===== src/rtl/bsg_link_channel_arbiter.sv =====
// Packet-atomic round-robin arbiter that shares one upstream link core port among els_p requesters.
// Optional per-requester packet counters are enabled with `define BSG_LINK_ARB_PERF_EN.

`ifdef BSG_LINK_ARB_PERF_EN
module bsg_link_arb_pkt_ctr (
  input  logic        clk_i,
  input  logic        clear_i,
  input  logic        inc_i,
  output logic [15:0] count_o
);
  logic [15:0] count_q;

  // Clear has priority over a coincident increment.
  always_ff @(posedge clk_i) begin
    if (clear_i)    count_q <= '0;
    else if (inc_i) count_q <= count_q + 16'd1;
  end

  assign count_o = count_q;
endmodule
`endif

module bsg_link_channel_arbiter #(
  parameter int els_p       = 4,
  parameter int width_p     = 64,
  parameter int len_width_p = 4
) (
  input  logic                     core_clk_i,
  input  logic                     core_reset_i,
  input  logic [els_p*width_p-1:0] req_data_i,
  input  logic [els_p-1:0]         req_valid_i,
  output logic [els_p-1:0]         req_ready_o,
  output logic [width_p-1:0]       link_data_o,
  output logic                     link_valid_o,
  input  logic                     link_ready_i,
  output logic [els_p-1:0]         grant_o
`ifdef BSG_LINK_ARB_PERF_EN
  ,
  input  logic                     perf_clear_i,
  output logic [els_p*16-1:0]      pkt_count_o
`endif
);
  localparam int PTR_W = $clog2(els_p);
  typedef logic [PTR_W-1:0] ptr_t;
  typedef enum logic {IDLE, BUSY} state_e;

  state_e                   state_q, state_d;
  ptr_t                     rr_ptr_q, rr_ptr_d, owner_q, owner_d, sel, cur;
  logic [len_width_p-1:0]   cnt_q, cnt_d, hdr_len;
  logic [els_p-1:0][width_p-1:0] req_data;
  logic                     hs;

  function automatic ptr_t ptr_inc(ptr_t p);
    if (p == ptr_t'(els_p - 1)) return '0;
    return p + 1'b1;
  endfunction

  function automatic ptr_t rr_idx(ptr_t base, int k);
    int j;
    j = int'(base) + k;
    if (j >= els_p) j = j - els_p;
    return ptr_t'(j);
  endfunction

  assign req_data = req_data_i;

  // Scan downward so the requester closest to rr_ptr_q is the last one written.
  always_comb begin
    sel = rr_ptr_q;
    for (int k = els_p - 1; k >= 0; k--) begin
      if (req_valid_i[rr_idx(rr_ptr_q, k)]) sel = rr_idx(rr_ptr_q, k);
    end
  end

  assign cur     = (state_q == BUSY) ? owner_q : sel;
  assign hdr_len = req_data[cur][len_width_p-1:0];

  always_comb begin
    link_valid_o = 1'b0;
    link_data_o  = '0;
    grant_o      = '0;
    req_ready_o  = '0;
    if (!core_reset_i) begin
      link_data_o = req_data[cur];
      if (state_q == BUSY) begin
        link_valid_o         = req_valid_i[owner_q];
        grant_o[owner_q]     = 1'b1;
        req_ready_o[owner_q] = link_ready_i;
      end else if (|req_valid_i) begin
        link_valid_o     = 1'b1;
        grant_o[sel]     = 1'b1;
        req_ready_o[sel] = link_ready_i;
      end
    end
  end

  assign hs = link_valid_o & link_ready_i;

  always_comb begin
    state_d  = state_q;
    rr_ptr_d = rr_ptr_q;
    owner_d  = owner_q;
    cnt_d    = cnt_q;
    if (hs) begin
      if (state_q == IDLE) begin
        if (hdr_len == '0) begin
          rr_ptr_d = ptr_inc(sel);
        end else begin
          state_d = BUSY;
          owner_d = sel;
          cnt_d   = hdr_len;
        end
      end else if (cnt_q == len_width_p'(1)) begin
        state_d  = IDLE;
        rr_ptr_d = ptr_inc(owner_q);
        cnt_d    = '0;
      end else begin
        cnt_d = cnt_q - 1'b1;
      end
    end
  end

  always_ff @(posedge core_clk_i) begin
    if (core_reset_i) begin
      state_q  <= IDLE;
      rr_ptr_q <= '0;
      owner_q  <= '0;
      cnt_q    <= '0;
    end else begin
      state_q  <= state_d;
      rr_ptr_q <= rr_ptr_d;
      owner_q  <= owner_d;
      cnt_q    <= cnt_d;
    end
  end

`ifdef BSG_LINK_ARB_PERF_EN
  // Final flit: a zero-length header, or the body flit that drains cnt_q.
  logic last;
  assign last = hs & (((state_q == IDLE) && (hdr_len == '0)) ||
                      ((state_q == BUSY) && (cnt_q == len_width_p'(1))));

  for (genvar i = 0; i < els_p; i++) begin : g_ctr
    bsg_link_arb_pkt_ctr u_ctr (
      .clk_i   (core_clk_i),
      .clear_i (core_reset_i | perf_clear_i),
      .inc_i   (last && (cur == ptr_t'(i))),
      .count_o (pkt_count_o[i*16 +: 16])
    );
  end
`endif
endmodule


===== config.mk =====
export PLATFORM = sky130hd
export DESIGN_NAME = bsg_link_channel_arbiter
export DESIGN_NICKNAME = d
export VERILOG_FILES = /design/src/rtl/bsg_link_channel_arbiter.sv
export SDC_FILE = /design/constraint.sdc
export NUM_CORES = 1
export LEC_CHECK = 0
export CORE_AREA = 2 2 131 133
export CTS_BUF_LIST = sky130_fd_sc_hd__clkbuf_2 sky130_fd_sc_hd__clkbuf_4 sky130_fd_sc_hd__clkbuf_8
export DETAILED_ROUTE_END_ITERATION = 6
export DIE_AREA = 0 0 133 135
export GPL_TIMING_DRIVEN = 0
export HOLD_SLACK_MARGIN = 0.1
export PLACE_DENSITY = 0.53
export SYNTH_ARGS = -nofsm -noshare
export SYNTH_HDL_FRONTEND = slang
export SYNTH_HIERARCHICAL = 1
export SYNTH_SLANG_ARGS = --single-unit

===== constraint.sdc =====
create_clock -name core_clk_i -period 2.8 [get_ports core_clk_i]
set_input_delay 0.42 -clock core_clk_i [delete_from_list [all_inputs] [get_ports core_clk_i]]
set_output_delay 0.42 -clock core_clk_i [all_outputs]
set_load 0.005 [all_outputs]

==> metrics.txt, run 1 <==
outcome=finished, violations left; failing checks=negative setup slack; leading register cell type out of synthesis=dfxtp_1; Slew headroom=0.636; Final Max Tran Viols=0; syn_nets=about 540; Skew-Pair Late Insertion Delay=0.24 ns; CTS Buffer Depth=2; clock sinks=9; crit-path max FO=7; routability congestion estimate=0.851; FMAX=329 MHz; cell mode on critical path=buf_6; Distinct cells, synth=44; Setup-failing EPs final=60; Synth Register Bits=9; Syn Std Cell Area=2830 um2; area leader, netlist=mux4_2; unrepaired setup endpoints after global routing=yes; Routed Antenna Nets=0; DR pass1 iterations=5; met2 wire length=8.89 mm; ant diodes=0; initial drt markers=120; ranking of synthesized cells by area=mux4_2 49%, and2_1 14%, dfxtp_1 6.4%; WL/cell=slightly above 20 um; total CTS buffers=3; IO Pins=~340; std cell rows=47; sequential element share of the synthesized area=0.0637; Synth Area in XOR/XNOR=0.00619; worst hold margin=0.504 ns; Total Routed Length=17.3 mm; compound-gate portion of the synthesized area=0.124; final worst path period need=3.04 ns; IO Port Bufs=335; critical path class=input port to output port; Core Util, Final=0.426; root buffer cell=clkbuf_8; Pleak=0.00286 uW; post-synthesis cell count=268; share of cells above drive strength 1=0.371; part of the cycle the worst path needs=1.08; Post-Layout Cell Count=856; pwr dens=369 nW/um2; Worst Setup Slack, final=-0.236 ns; total number of vias=3,918; Die Area=18,000 um2; maximum number of pins on one net before global-route repair=11; CP arrival=2.62 ns; top-area cell type share of the netlist area=0.485; Fin Clk Skew=around 0.0047 ns; actual slew at the worst max-slew pin=0.541 ns; Post-DP HPWL=14.6 mm; topmost layer with routed signal wires=met4; initial core utilization=0.173; Post-Synth Adder-Cell Area=0.0442; CP startpoint kind=input port; post-DR vias/cell=approximately 4.6; Syn-to-layout area delta=147%; asr flop ratio synth=0; initial antenna violation count=0; die height=approximately 140 um; Die W=133 um; Max stage delay on crit path=0.48 ns; simple-gate share of the synthesized area=0.217; placed cells=823; CP delay by family, top=buffers and inverters; H-tree lvl count=1; Avg Inst Size Synth=between 10 and 15 um2; Crit-path slowest cell=mux4_2; metal3 WL=approximately 1.2 mm; Residual DRC=0; max_cap viols=0; min-delay worst type=flip-flop to flip-flop; grt ovf=0; number of synthesized flops with an enable pin=0; vias in the first global route=4,148; Crit. End Element=output port; Yosys Warn Count=6; Peak VDD IR=0.000231 V; crit-path cells=clkbuf_4 > and3b_1 > nor4_4 > o31a_4 > buf_6 > buf_12 > buf_12 > buf_16 > buf_6 > mux4_2 > and2_4 > buf_6; Final Hold Viols=0; CTS tree=yes; clk slew on worst S/H paths=0.05 ns; CP Data Required Time=2.38 ns; total track usage=0.180; first-pass GRT wire length=around 25 mm; CTS Hold Buffers Added=0; core area=approximately 16,000 um2; multiplexer share of the synthesized area=0.489; fin nets=910; Post-Route M1 WL=a little under 7 mm; main combinational cell family by area after synthesis=multiplexers; Critical path buffers and inverters=7
[state kept, by name (all words and copies together) (netlist names)]
signal	count
cnt_q	4
owner_q	2
rr_ptr_q	2
state_q	1
[per-stage QoR]
step	power, uW	cell area, um2	worst slack (ns)	setup TNS, ns
6_report	2580	6990	-0.236	-7.13
5_1_grt	2760	6990	-0.326	-12.29
4_1_cts	2680	7010	-0.268	-8.88
3_5_place_dp	2030	6460	-1.66	-102.53
3_3_place_gp	2020	6460	-1.60	-100.00
2_1_floorplan	1120	2830	0.172	0
[worst paths after layout]
check / slack, ns / cells past startpoint / startpoint / end
min reg2reg: 0.50 / 2 / rr_ptr_q[0] / rr_ptr_q[0]
max reg2reg: 0.14 / 12 / rr_ptr_q[0] / cnt_q[2]
min: 0.50 / 2 / rr_ptr_q[0] / rr_ptr_q[0]
max: -0.24 / 12 / req_valid_i[3] / link_data_o[22]
[timing repair]
item / CTS / global route
pin swaps: 4 / 5
endpoints found under the setup margin: 81 / 68
setup buffers: 23 / 10
gates cloned: 6 / 0
gates resized for setup: 374 / 45
endpoints found under the hold margin: 0 / 0
[worst min-delay path: cells and delay by family, from the launching register on]
kind	cells	cell delay, ns
buffers and inverters	1	0.08
DFF	1	0.32
AOI/OAI and AO/OA	1	0.07
[layout by cell type, fill, tap and decap left out, drive strengths merged, types with 3 or more instances in the layout]
| master | n |
|---|---|
| dlymetal6s2s | 4 |
| nand2 | 14 |
| clkbuf | 19 |
| o22ai | 3 |
| nor2 | 9 |
| nor3 | 3 |
| ha | 10 |
| mux4 | 61 |
| o211a | 5 |
| o31ai | 4 |
| clkdlybuf4s50 | 261 |
| dlygate4sd2 | 4 |
| o21ai | 5 |
| a211o | 3 |
| a21oi | 8 |
| dfxtp | 9 |
| inv | 11 |
| nor2b | 3 |
| a32o | 4 |
| and2 | 65 |
| a22o | 4 |
| buf | 104 |
[cell usage after synthesis, types with 3 or more instances]
library cell   n
buf_2          6
a22o_1         4
o21ai_1        3
ha_1          10
a21oi_1        7
o31ai_1        3
inv_1         11
buf_1          6
and2_1        65
o22ai_1        3
mux4_2        61
nand2_1       14
dfxtp_1        9
nor2b_1        3
a211o_1        3
nor2_1         9
o211a_1        5
a32o_1         4
nor3_1         3
clkbuf_1      10
[report_power, final]
part	total, uW	switching (uW)	internal [uW]
sequential	159	15.2	144
clock	164	55.0	109
combinational	2260	771	1490
total	2580	841	1740
[layer usage]
| layer | vias up | global-route usage |
|---|---|---|
| met1 | 1894 | 0.220 |
| li1 | 1800 | - |
| met4 | 0 | 0.0311 |
| met5 | - | 0 |
| met2 | 206 | 0.333 |
| met3 | 18 | 0.0357 |
[layout make-up]
| class | instances | area [um2] |
|---|---|---|
| clock buffer | 4 | 48.8 |
| fill | 1588 | 9420 |
| timing repair buffer | 366 | 3570 |
| inverter | 12 | 45.0 |
| tap | 220 | 275 |
| sequential | 9 | 183 |
| buffer | 22 | 229 |
| multi-input combinational | 223 | 2630 |
[cells by family after synthesis]
kind of cell,count (synthesis)
xor+xnor,2
simple gates,104
flops,9
buf+inv,36
compound gates,45
fa+ha+maj,10
mux,62
(Power assumes the default switching activity.)
==> run 2: changes to the inputs <==
--- a/config.mk
+++ b/config.mk
@@ -9,9 +9,11 @@
 export CTS_BUF_LIST = sky130_fd_sc_hd__clkbuf_2 sky130_fd_sc_hd__clkbuf_4 sky130_fd_sc_hd__clkbuf_8
 export DETAILED_ROUTE_END_ITERATION = 6
 export DIE_AREA = 0 0 133 135
+export GPL_ROUTABILITY_DRIVEN = 0
 export GPL_TIMING_DRIVEN = 0
 export HOLD_SLACK_MARGIN = 0.1
 export PLACE_DENSITY = 0.53
+export SLEW_MARGIN = 0
 export SYNTH_ARGS = -nofsm -noshare
 export SYNTH_HDL_FRONTEND = slang
 export SYNTH_HIERARCHICAL = 1
==> results of run 2 <==
Same layout as run 1: the final DEF is identical, and so are final timing and power.
==> run 3: changes to the inputs <==
--- a/config.mk
+++ b/config.mk
@@ -7,6 +7,7 @@
 export LEC_CHECK = 0
 export CORE_AREA = 2 2 131 133
 export CTS_BUF_LIST = sky130_fd_sc_hd__clkbuf_2 sky130_fd_sc_hd__clkbuf_4 sky130_fd_sc_hd__clkbuf_8
+export CTS_CLUSTER_SIZE = 40
 export DETAILED_ROUTE_END_ITERATION = 6
 export DIE_AREA = 0 0 133 135
 export GPL_ROUTABILITY_DRIVEN = 0
==> results of run 3 <==
Same layout as run 1: the final DEF is identical, and so are final timing and power.
